## src/rtl/fmul_pkg.sv

```systemverilog
// Shared constants and payload types for the binary32 multiply back end.
// Holds operand class codes, flag bit positions and the normalised stage payload.
package fmul_pkg;

  localparam int unsigned FRAC_W = 48;
  localparam int unsigned EXP_W  = 10;
  localparam int unsigned MANT_W = 23;
  localparam int unsigned SUM_W  = MANT_W + 1;
  localparam int unsigned RSLT_W = 32;
  localparam int unsigned FLAG_W = 5;

  localparam logic [1:0] SPC_NORM = 2'b00;
  localparam logic [1:0] SPC_ZERO = 2'b01;
  localparam logic [1:0] SPC_INF  = 2'b10;
  localparam logic [1:0] SPC_NAN  = 2'b11;

  localparam int unsigned FLG_NV = 4;
  localparam int unsigned FLG_DZ = 3;
  localparam int unsigned FLG_OF = 2;
  localparam int unsigned FLG_UF = 1;
  localparam int unsigned FLG_NX = 0;

  localparam logic [RSLT_W-1:0] CANON_NAN = 32'h7FC0_0000;
  localparam int                EXP_MAX   = 255;

  // Product after the single-position normalise, ahead of rounding.
  typedef struct packed {
    logic              sgn;
    logic [EXP_W-1:0]  exp;
    logic [MANT_W-1:0] mant;
    logic              lsb;
    logic              grd;
    logic              stk;
    logic [1:0]        spc;
    logic              nv;
  } norm_t;

  function automatic logic [RSLT_W-1:0] pack_fp(input logic sgn, input logic [7:0] e,
                                                input logic [MANT_W-1:0] m);
    return {sgn, e, m};
  endfunction

endpackage

```

## src/rtl/fmul_rnd_pack.sv

```systemverilog
// Round-to-nearest-even, exception selection and binary32 packing.
// Purely combinational so it can sit behind any pipeline register.
module fmul_rnd_pack
  import fmul_pkg::*;
(
  input  norm_t               i_norm,
  output logic [RSLT_W-1:0]   o_rslt_c,
  output logic [FLAG_W-1:0]   o_flag_c
);

  logic                    w_rnd;
  logic [SUM_W-1:0]        w_sum;
  logic                    w_carry;
  logic [MANT_W-1:0]       w_mant;
  logic signed [EXP_W:0]   w_exp;
  logic                    w_nx;
  logic                    w_of;
  logic                    w_uf;

  assign w_rnd   = i_norm.grd & (i_norm.stk | i_norm.lsb);
  assign w_sum   = {1'b0, i_norm.mant} + SUM_W'(w_rnd);
  assign w_carry = w_sum[MANT_W];
  assign w_mant  = w_carry ? '0 : w_sum[MANT_W-1:0];
  assign w_nx    = i_norm.grd | i_norm.stk;

  // One guard bit of headroom keeps the carry-in bump from wrapping the sign.
  assign w_exp = $signed({i_norm.exp[EXP_W-1], i_norm.exp})
               + $signed({{EXP_W{1'b0}}, w_carry});
  assign w_of  = int'(w_exp) >= EXP_MAX;
  assign w_uf  = int'(w_exp) <= 0;

  always_comb begin
    o_rslt_c         = pack_fp(i_norm.sgn, w_exp[7:0], w_mant);
    o_flag_c         = '0;
    o_flag_c[FLG_NX] = w_nx;
    if ((i_norm.spc == SPC_NAN) || i_norm.nv) begin
      o_rslt_c         = CANON_NAN;
      o_flag_c         = '0;
      o_flag_c[FLG_NV] = i_norm.nv;
    end else if (i_norm.spc == SPC_INF) begin
      o_rslt_c = pack_fp(i_norm.sgn, 8'hFF, '0);
      o_flag_c = '0;
    end else if (i_norm.spc == SPC_ZERO) begin
      o_rslt_c = pack_fp(i_norm.sgn, 8'h00, '0);
      o_flag_c = '0;
    end else if (w_of) begin
      o_rslt_c         = pack_fp(i_norm.sgn, 8'hFF, '0);
      o_flag_c         = '0;
      o_flag_c[FLG_OF] = 1'b1;
      o_flag_c[FLG_NX] = 1'b1;
    end else if (w_uf) begin
      o_rslt_c         = pack_fp(i_norm.sgn, 8'h00, '0);
      o_flag_c         = '0;
      o_flag_c[FLG_UF] = 1'b1;
      o_flag_c[FLG_NX] = 1'b1;
    end
  end

endmodule

```

## src/rtl/fmul_rnd.sv

```systemverilog
// Two-stage normalise / round-and-pack pipeline behind the multiplier array.
// Stage 1 registers the normalised product, stage 2 registers the packed result.
module fmul_rnd
  import fmul_pkg::*;
(
  input  logic                clk,
  input  logic                reset,
  input  logic                in_valid,
  output logic                in_ready,
  input  logic                in_sgn,
  input  logic [EXP_W-1:0]    in_exp,
  input  logic [FRAC_W-1:0]   in_frac,
  input  logic [1:0]          in_spc,
  input  logic                in_nv,
  output logic                out_valid,
  input  logic                out_ready,
  output logic [RSLT_W-1:0]   rslt,
  output logic [FLAG_W-1:0]   flag
);

  logic                r_v1;
  logic                r_v2;
  norm_t               r_s1;
  logic [RSLT_W-1:0]   r_rslt;
  logic [FLAG_W-1:0]   r_flag;

  norm_t               w_norm;
  logic                w_adv1;
  logic                w_adv2;
  logic [RSLT_W-1:0]   w_rslt_c;
  logic [FLAG_W-1:0]   w_flag_c;

  assign w_adv2 = !r_v2 | out_ready;
  assign w_adv1 = !r_v1 | w_adv2;

  // Product lies in [1,4): shift by one when the top bit is set.
  always_comb begin
    w_norm     = '0;
    w_norm.sgn = in_sgn;
    w_norm.spc = in_spc;
    w_norm.nv  = in_nv;
    if (in_frac[FRAC_W-1]) begin
      w_norm.mant = in_frac[46:24];
      w_norm.lsb  = in_frac[24];
      w_norm.grd  = in_frac[23];
      w_norm.stk  = |in_frac[22:0];
      w_norm.exp  = in_exp + EXP_W'(1);
    end else begin
      w_norm.mant = in_frac[45:23];
      w_norm.lsb  = in_frac[23];
      w_norm.grd  = in_frac[22];
      w_norm.stk  = |in_frac[21:0];
      w_norm.exp  = in_exp;
    end
  end

  fmul_rnd_pack u_pack (
    .i_norm   (r_s1),
    .o_rslt_c (w_rslt_c),
    .o_flag_c (w_flag_c)
  );

  // Valid bits and the visible result clear on reset; result loads only with a real beat.
  always_ff @(posedge clk or negedge reset) begin
    if (!reset) begin
      r_v1   <= 1'b0;
      r_v2   <= 1'b0;
      r_rslt <= '0;
      r_flag <= '0;
    end else begin
      if (w_adv1) r_v1 <= in_valid;
      if (w_adv2) r_v2 <= r_v1;
      if (w_adv2 && r_v1) begin
        r_rslt <= w_rslt_c;
        r_flag <= w_flag_c;
      end
    end
  end

  always_ff @(posedge clk) begin
    if (w_adv1 && in_valid) r_s1 <= w_norm;
  end

  assign in_ready  = w_adv1;
  assign out_valid = r_v2;
  assign rslt      = r_rslt;
  assign flag      = r_flag;

endmodule

```

## config.mk

```make
export PLATFORM = sky130hd
export DESIGN_NAME = fmul_rnd
export DESIGN_NICKNAME = d
export VERILOG_FILES = /design/src/rtl/fmul_pkg.sv /design/src/rtl/fmul_rnd_pack.sv /design/src/rtl/fmul_rnd.sv
export SDC_FILE = /design/constraint.sdc
export NUM_CORES = 1
export LEC_CHECK = 0
export ABC_AREA = 1
export CORE_ASPECT_RATIO = 0.8
export CORE_MARGIN = 3
export CORE_UTILIZATION = 45
export DETAILED_ROUTE_END_ITERATION = 7
export GPL_TIMING_DRIVEN = 1
export PLACE_DENSITY = 0.77
export RECOVER_POWER = 100
export SYNTH_ARGS = -nofsm -noshare
export SYNTH_HDL_FRONTEND = slang
export SYNTH_SLANG_ARGS = --single-unit
```

## constraint.sdc

```tcl
create_clock -name clk -period 2.91 [get_ports clk]
set_clock_uncertainty 0.2 [all_clocks]
set_input_delay 0.291 -clock clk [delete_from_list [all_inputs] [get_ports clk]]
set_output_delay 0.291 -clock clk [all_outputs]
set_load 0.02 [all_outputs]
```

==> run summary, run 1 <==
Status = finished with violations
Failing checks = setup timing
Hpwl dp = 8.17 mm
Final setup fails = 17
RSZ-0062 raised after global routing = true
CTS root buf = clkbuf_16
Wirelength per Cell = 14.3 um
Placer Congestion = 0.859
Slew @ Worst Pin = 1210 ps
Setup TNS = -484 ps
Die Y = 92.6 um
Post-synth cell types = 34
Leak = 0.00268 uW
Synth Register Bits = 77
Share of post-route cells with drive strength above 1 = 0.160
# fillers = 717
Synthesized net count = 584
CP max stage cell = edfxtp_1
Pins over their slew limit = 0
First-pass GRT wire length = 16.3 mm
VDD IR max = 0.000301 V
Layout area overhead = 43.4%
Critical Path Fanout Max = 8
Vias per cell = 4.99
Vias = 3,825
Pre-CTS setup slack = -80.2 ps
Site Rows = 30
Largest net degree at the start of global routing = 40
Pwr Density = 502 mW/mm2
Hold Slack = 279 ps
Final net count = 721
Max_cap viols = 0
CP peak stage delay = 340 ps
Clock slew at reported path FFs = 60 ps
Clock sinks = 77
Hold path depth = 2
Required @ worst endpoint = 2970 ps
Gr ovfl total = 0
Post-place instance area = 0.00549 mm2
Vias in the first global route = 3,433
ANT cells = 0
Mean Syn Cell Area = 8.22 um2
Fin crit period = 2960 ps
Critical-path cell list = o21a_1, ha_2, nand4_1, nor2_2, nand4_1, inv_2, ha_4, ha_4, nand2_4, nor2_4, nand2_1, nand2_1, nand2_2, nor2_1, nand3_2, nand2_4, nand2_8, nand2_1, nand2_1, a21oi_1
Final Cell Area = 0.00605 mm2
Remaining DRCs = 0
Clock Path Buffers = 2
Core area = 0.00878 mm2
Number of buffers created by CTS = 9
Die W = 114 um
Startpoint types = flop
Setup slack, reg-to-reg = -50 ps
Mapped Area = 0.00422 mm2
Antenna violations before repair = 0
Starting density of the core = 0.480
CTS tree = done
Worst-Skew Late Latency = 330 ps
GRT Util Overall = 0.195
Final Cycle Share = 1.02
Die Area = 0.0106 mm2
Synth Warn # = 0
Max Fclk = 338 MHz
Most common cell on crit path = nand2_1
Critical path data arrival time = 3020 ps
IO Port Bufs = 103
Sequential area share after synthesis = 0.503
Antenna Violating Nets Remaining = 0
Min-delay worst type = reg -> reg
Setup ws final = -48.8 ps
Max H-tree Level = 3
Cells after Synth = 513
Pre-Repair DR Iteration Count = 5
Drt total wl = 10.9 mm
Critical path type = reg -> reg
Final Hold Fails = 0
Worst slew margin = 0.195
Critical Path Sink Type = flop
Ports = 105
DRT iter0 DRCs = 243
Reg2Reg Depth = 20
[cell usage after synthesis]
library cell	n	area (um2)
a21oi_1	8	40.0
a22o_1	1	8.76
buf_4	1	7.51
buf_6	2	22.5
clkbuf_1	8	30.0
clkinv_1	1	3.75
conb_1	1	3.75
dfrtp_1	38	951
edfxtp_1	39	1170
ha_1	5	62.6
inv_1	38	143
inv_2	3	11.3
nand2_1	195	732
nand2_2	7	43.8
nand2_4	3	33.8
nand3_1	24	120
nand3b_1	2	15.0
nand4_1	11	68.8
nor2_1	50	188
nor2_2	5	31.3
nor2_4	3	33.8
nor3_1	5	25.0
nor3b_1	1	7.51
nor4_1	7	43.8
o211ai_1	1	7.51
o21a_1	1	7.51
o21ai_0	16	80.1
o21ai_2	11	96.3
o21ai_4	1	16.3
o21bai_1	1	7.51
o22ai_1	1	6.26
or2_2	1	6.26
xnor2_1	8	70.1
xor2_1	14	123
[metrics by stage]
stage | power [uW] | util | cells
after floorplan | 1640 | - | 513
after detailed placement | 1940 | 0.625 | 735
after CTS | 3040 | 0.661 | 752
after global placement | 1920 | 0.625 | 735
after global routing | 3170 | 0.689 | 767
final | 3040 | 0.689 | 767
[state kept, by name (all words and copies together), names as in the netlist]
signal,count
flag,4
r_v1,1
out_valid,1
r_s1,39
rslt,32
[cells by family after synthesis]
| logic type | after synthesis | synth area share |
|---|---|---|
| flops | 77 | 0.503 |
| fa+ha+maj | 5 | 0.0148 |
| compound gates | 41 | 0.0641 |
| other cells | 1 | 0.000889 |
| simple gates | 314 | 0.320 |
| xor+xnor | 22 | 0.0457 |
| buf+inv | 53 | 0.0516 |
[critical path: cells and delay by family, from the launching register on]
kind	cells	cell delay [ps]
buffers and inverters	1	90
AOI/OAI and AO/OA	2	250
adders and majority gates	3	460
and+or+nand+nor	14	1540
DFF	1	340
[layer usage]
metal | global-route usage | wire [um]
met3 | 0.0418 | 673
met4 | 0.0504 | 172
met1 | 0.285 | 5250
met5 | 0 | 0
met2 | 0.296 | 4850
[layout make-up]
cell class                      instances  area [um2]  area share
Sequential cell                        77        2120       0.351
Multi-Input combinational cell        387        2070       0.342
Timing Repair Buffer                  133        1260       0.209
Clock buffer                           11         236      0.0391
Inverter                               42         158      0.0261
Tap cell                              112         140      0.0232
Clock inverter                          5        58.8     0.00972
[power breakdown]
group          leakage, uW  switching, uW  internal (uW)
clock             0.000144            424            676
sequential        0.000860           65.2           1260
combinational      0.00167            351            264
[final timing paths]
kind                                            from                    to
worst max-delay path               r_s1[3]$_DFFE_PP_  rslt[26]$_DFFE_PN0P_
worst min-delay path            rslt[31]$_DFFE_PN0P_  rslt[31]$_DFFE_PN0P_
worst max register to register     r_s1[3]$_DFFE_PP_  rslt[26]$_DFFE_PN0P_
worst min register to register  rslt[31]$_DFFE_PN0P_  rslt[31]$_DFFE_PN0P_
max in group asynchronous                      reset   rslt[6]$_DFFE_PN0P_
min in group asynchronous                      reset   flag[4]$_DFFE_PN0P_
[layout by cell type (no fill, tap or decap), drive strengths merged, types with 15 or more instances in the layout]
cell type	n
o21ai	28
inv	43
edfxtp	39
clkdlybuf4s50	57
dlygate4sd3	46
nor2	58
clkbuf	15
nand3	24
nand2	209
buf	26
dfrtp	38
[repair_timing]
action	in CTS	in global routing
hold endpoints to repair	38	0
gates cloned	0	4
gates resized for setup	2	35
hold buffers	1	0
setup buffers	0	11
endpoints found under the setup margin	26	33
pin swaps	0	17
(Power assumes the default switching activity.)
==> inputs of run 2 (changes only) <==
--- a/config.mk
+++ b/config.mk
@@ -6,6 +6,7 @@
 export NUM_CORES = 1
 export LEC_CHECK = 0
 export ABC_AREA = 1
+export ABC_CLOCK_PERIOD_IN_PS = 2910
 export CORE_ASPECT_RATIO = 0.8
 export CORE_MARGIN = 3
 export CORE_UTILIZATION = 45
@@ -13,6 +14,7 @@
 export GPL_TIMING_DRIVEN = 1
 export PLACE_DENSITY = 0.77
 export RECOVER_POWER = 100
+export SKIP_CTS_REPAIR_TIMING = 1
 export SYNTH_ARGS = -nofsm -noshare
 export SYNTH_HDL_FRONTEND = slang
 export SYNTH_SLANG_ARGS = --single-unit
==> run 2 against run 1 <==
- the run still ends with setup timing left
- sequential power about the same
- sequential cell count is the same
- critical path depth decreased by 1
- critical path type unchanged
- critical endpoint is now rslt[17]$_DFFE_PN0P_
==> run summary, run 2 (synthesized netlist as in run 1, its figures left out) <==
Layout area overhead = 42.2%
Required @ worst endpoint = 2920 ps (-50 ps)
First-pass GRT wire length = 16.3 mm (about the same)
Vias per cell = 4.95 (-0.82%)
GRT Util Overall = 0.195 (unchanged)
Failing checks = setup timing
Vias = 3,774 (-1.3%)
Final Cycle Share = 1.01 (-0.00648)
Core Util, Final = 0.683 (-0.00584)
CTS tree = done
Die W = 114 um (unchanged)
GR Util met2 = 0.297 (+0.000487)
Clock slew at reported path FFs = 60 ps (about the same)
Max Fclk = 340 MHz (+0.64%)
IO Port Bufs = 103 (unchanged)
Remaining DRCs = 0 (unchanged)
ANT cells = 0 (unchanged)
Placed instance count = 735 (unchanged)
CP Buf/Inv Count = 1 (unchanged)
Largest net degree at the start of global routing = 40 (unchanged)
VDD IR max = 0.000299 V (-0.55%)
Antenna Violating Nets Remaining = 0 (unchanged)
Clock Path Buffers = 2 (unchanged)
Die Area = 0.0106 mm2 (unchanged)
CP max stage cell = edfxtp_1
Final setup fails = 16 (-1)
Final net count = 717 (-0.55%)
Sw Share = 0.274 (-0.00236)
Worst slew margin = 0.218 (+0.0227)
Setup TNS = -226 ps (+257 ps)
Slew @ Worst Pin = 1170 ps (-34.0 ps)
Clock sinks = 77 (unchanged)
Gr ovfl total = 0 (unchanged)
Most common cell after layout, fill and taps aside = nand2_1
Part of the power in registers = 0.438 (+0.002)
Final Hold Fails = 0 (unchanged)
Number of buffers created by CTS = 9 (unchanged)
Most frequent cells in the layout = 189 x nand2_1, 57 x clkdlybuf4s50_1, 46 x nor2_1, 46 x dlygate4sd3_1, 39 x edfxtp_1
Max_cap viols = 0 (unchanged)
DRT iter0 DRCs = 195 (-20%)
Wirelength per Cell = 14.0 um (-1.8%)
Drt total wl = 10.7 mm (-2.3%)
Site Rows = 30 (unchanged)
Vias in the first global route = 3,430 (-0.087%)
Net Sw Power = 830 uW (-1.3%)
Final Cell Area = 0.00600 mm2 (-0.85%)
Critical-path cell list = o21a_1, ha_2, nand4_1, nor2_2, nand4_1, inv_2, ha_4, ha_4, nand2_4, nor2_4, nand2_1, nand2_1, nand2_2, nor2_1, nand3_1, nand2_2, nand2_8, nand2_4, o21ai_2
Core area = 0.00878 mm2 (unchanged)
Hpwl dp = 8.17 mm (unchanged)
Met1 usage = 0.284 (-0.000420)
CP peak stage delay = 350 ps (about the same)
Die Y = 92.6 um (unchanged)
Status = finished with violations
Min-delay worst type = reg -> reg
Placer Congestion = 0.859 (unchanged)
Max reg flops = 39 (unchanged)
Pwr Density = 505 mW/mm2 (+0.42%)
Pre-Repair DR Iteration Count = 4 (-1)
Critical Path Fanout Max = 14 (+6)
Critical Path Sink Type = flop
Post-place instance area = 0.00549 mm2 (unchanged)
Max H-tree Level = 3 (unchanged)
Fin crit period = 2940 ps (-18.9 ps)
Top delay family on crit path = simple AND/OR/NAND/NOR gates
Int Pwr = 2200 uW (-0.11%)
Antenna violations before repair = 0 (unchanged)
Starting density of the core = 0.480 (unchanged)
Ports = 105 (unchanged)
Share of post-route cells with drive strength above 1 = 0.160 (-0.000551)
RSZ-0062 raised after global routing = true
Critical path data arrival time = 2950 ps (-70 ps)
Comb pwr share = 0.200 (-0.002)
Critical path type = reg -> reg
Startpoint types = flop
Setup ws final = -30.0 ps (+18.9 ps)
Busiest layer in global routing = met2
Worst-Skew Late Latency = 330 ps (about the same)
CTS root buf = clkbuf_16
Pins over their slew limit = 0 (unchanged)
Most flops, register = r_s1
Clock Power Share = 0.362 (about the same)
Met3 Use GR = 0.0418 (unchanged)
Leak = 0.00267 uW (-0.44%)
Non-Filler Instances = 763 (-0.52%)
## run 2: metal layers
layer | vias to the layer above | wire (um)
li1 | 1927 | -
met1 | 1721 | 5210
met2 | 118 | 4770
met3 | 8 | 631
met4 | 0 | 79
met5 | - | 0
## run 2: cell type report
cell class,instances,area [um2]
well taps,112,140
inverters,42,158
clock inverters,5,58.8
repair buffers,131,1250
multi-input cells,385,2030
flip-flops and latches,77,2120
fillers,724,2790
clock buffers,11,236
## run 2: per-stage QoR
stage               total power, uW  worst slack (ps)  hold WS (ps)
detailed placement             1940             -80.2           239
CTS                            3030              -117          -117
global route                   3160              -257           304
global placement               1920              77.3           220
finish                         3030             -30.0           279
floorplan                      1640              38.5          -205
## run 2: tightest hold or removal path, cell delays in order (launching register included)
cell and delay, ps:
dfrtp_1 330, nand2_1 50, o21ai_0 60
## run 2: path summary, 6_finish.rpt
kind	slack, ps	end	cells after the start	from
setup / recovery	-30	rslt[17]$_DFFE_PN0P_	19	r_s1[6]$_DFFE_PP_
hold / removal	280	rslt[31]$_DFFE_PN0P_	2	rslt[31]$_DFFE_PN0P_
setup reg to reg	-30	rslt[17]$_DFFE_PN0P_	19	r_s1[6]$_DFFE_PP_
hold reg to reg	280	rslt[31]$_DFFE_PN0P_	2	rslt[31]$_DFFE_PN0P_
max in group asynchronous	1490	rslt[10]$_DFFE_PN0P_	2	reset
min in group asynchronous	440	flag[4]$_DFFE_PN0P_	2	reset
## run 2: power groups by stage
stage               Clock, uW  Sequential (uW)  Combinational, uW
global route             1160             1340                665
finish                   1100             1320                606
global placement            0             1340                583
CTS                      1110             1320                596
detailed placement          0             1350                594
floorplan                   0             1390                244
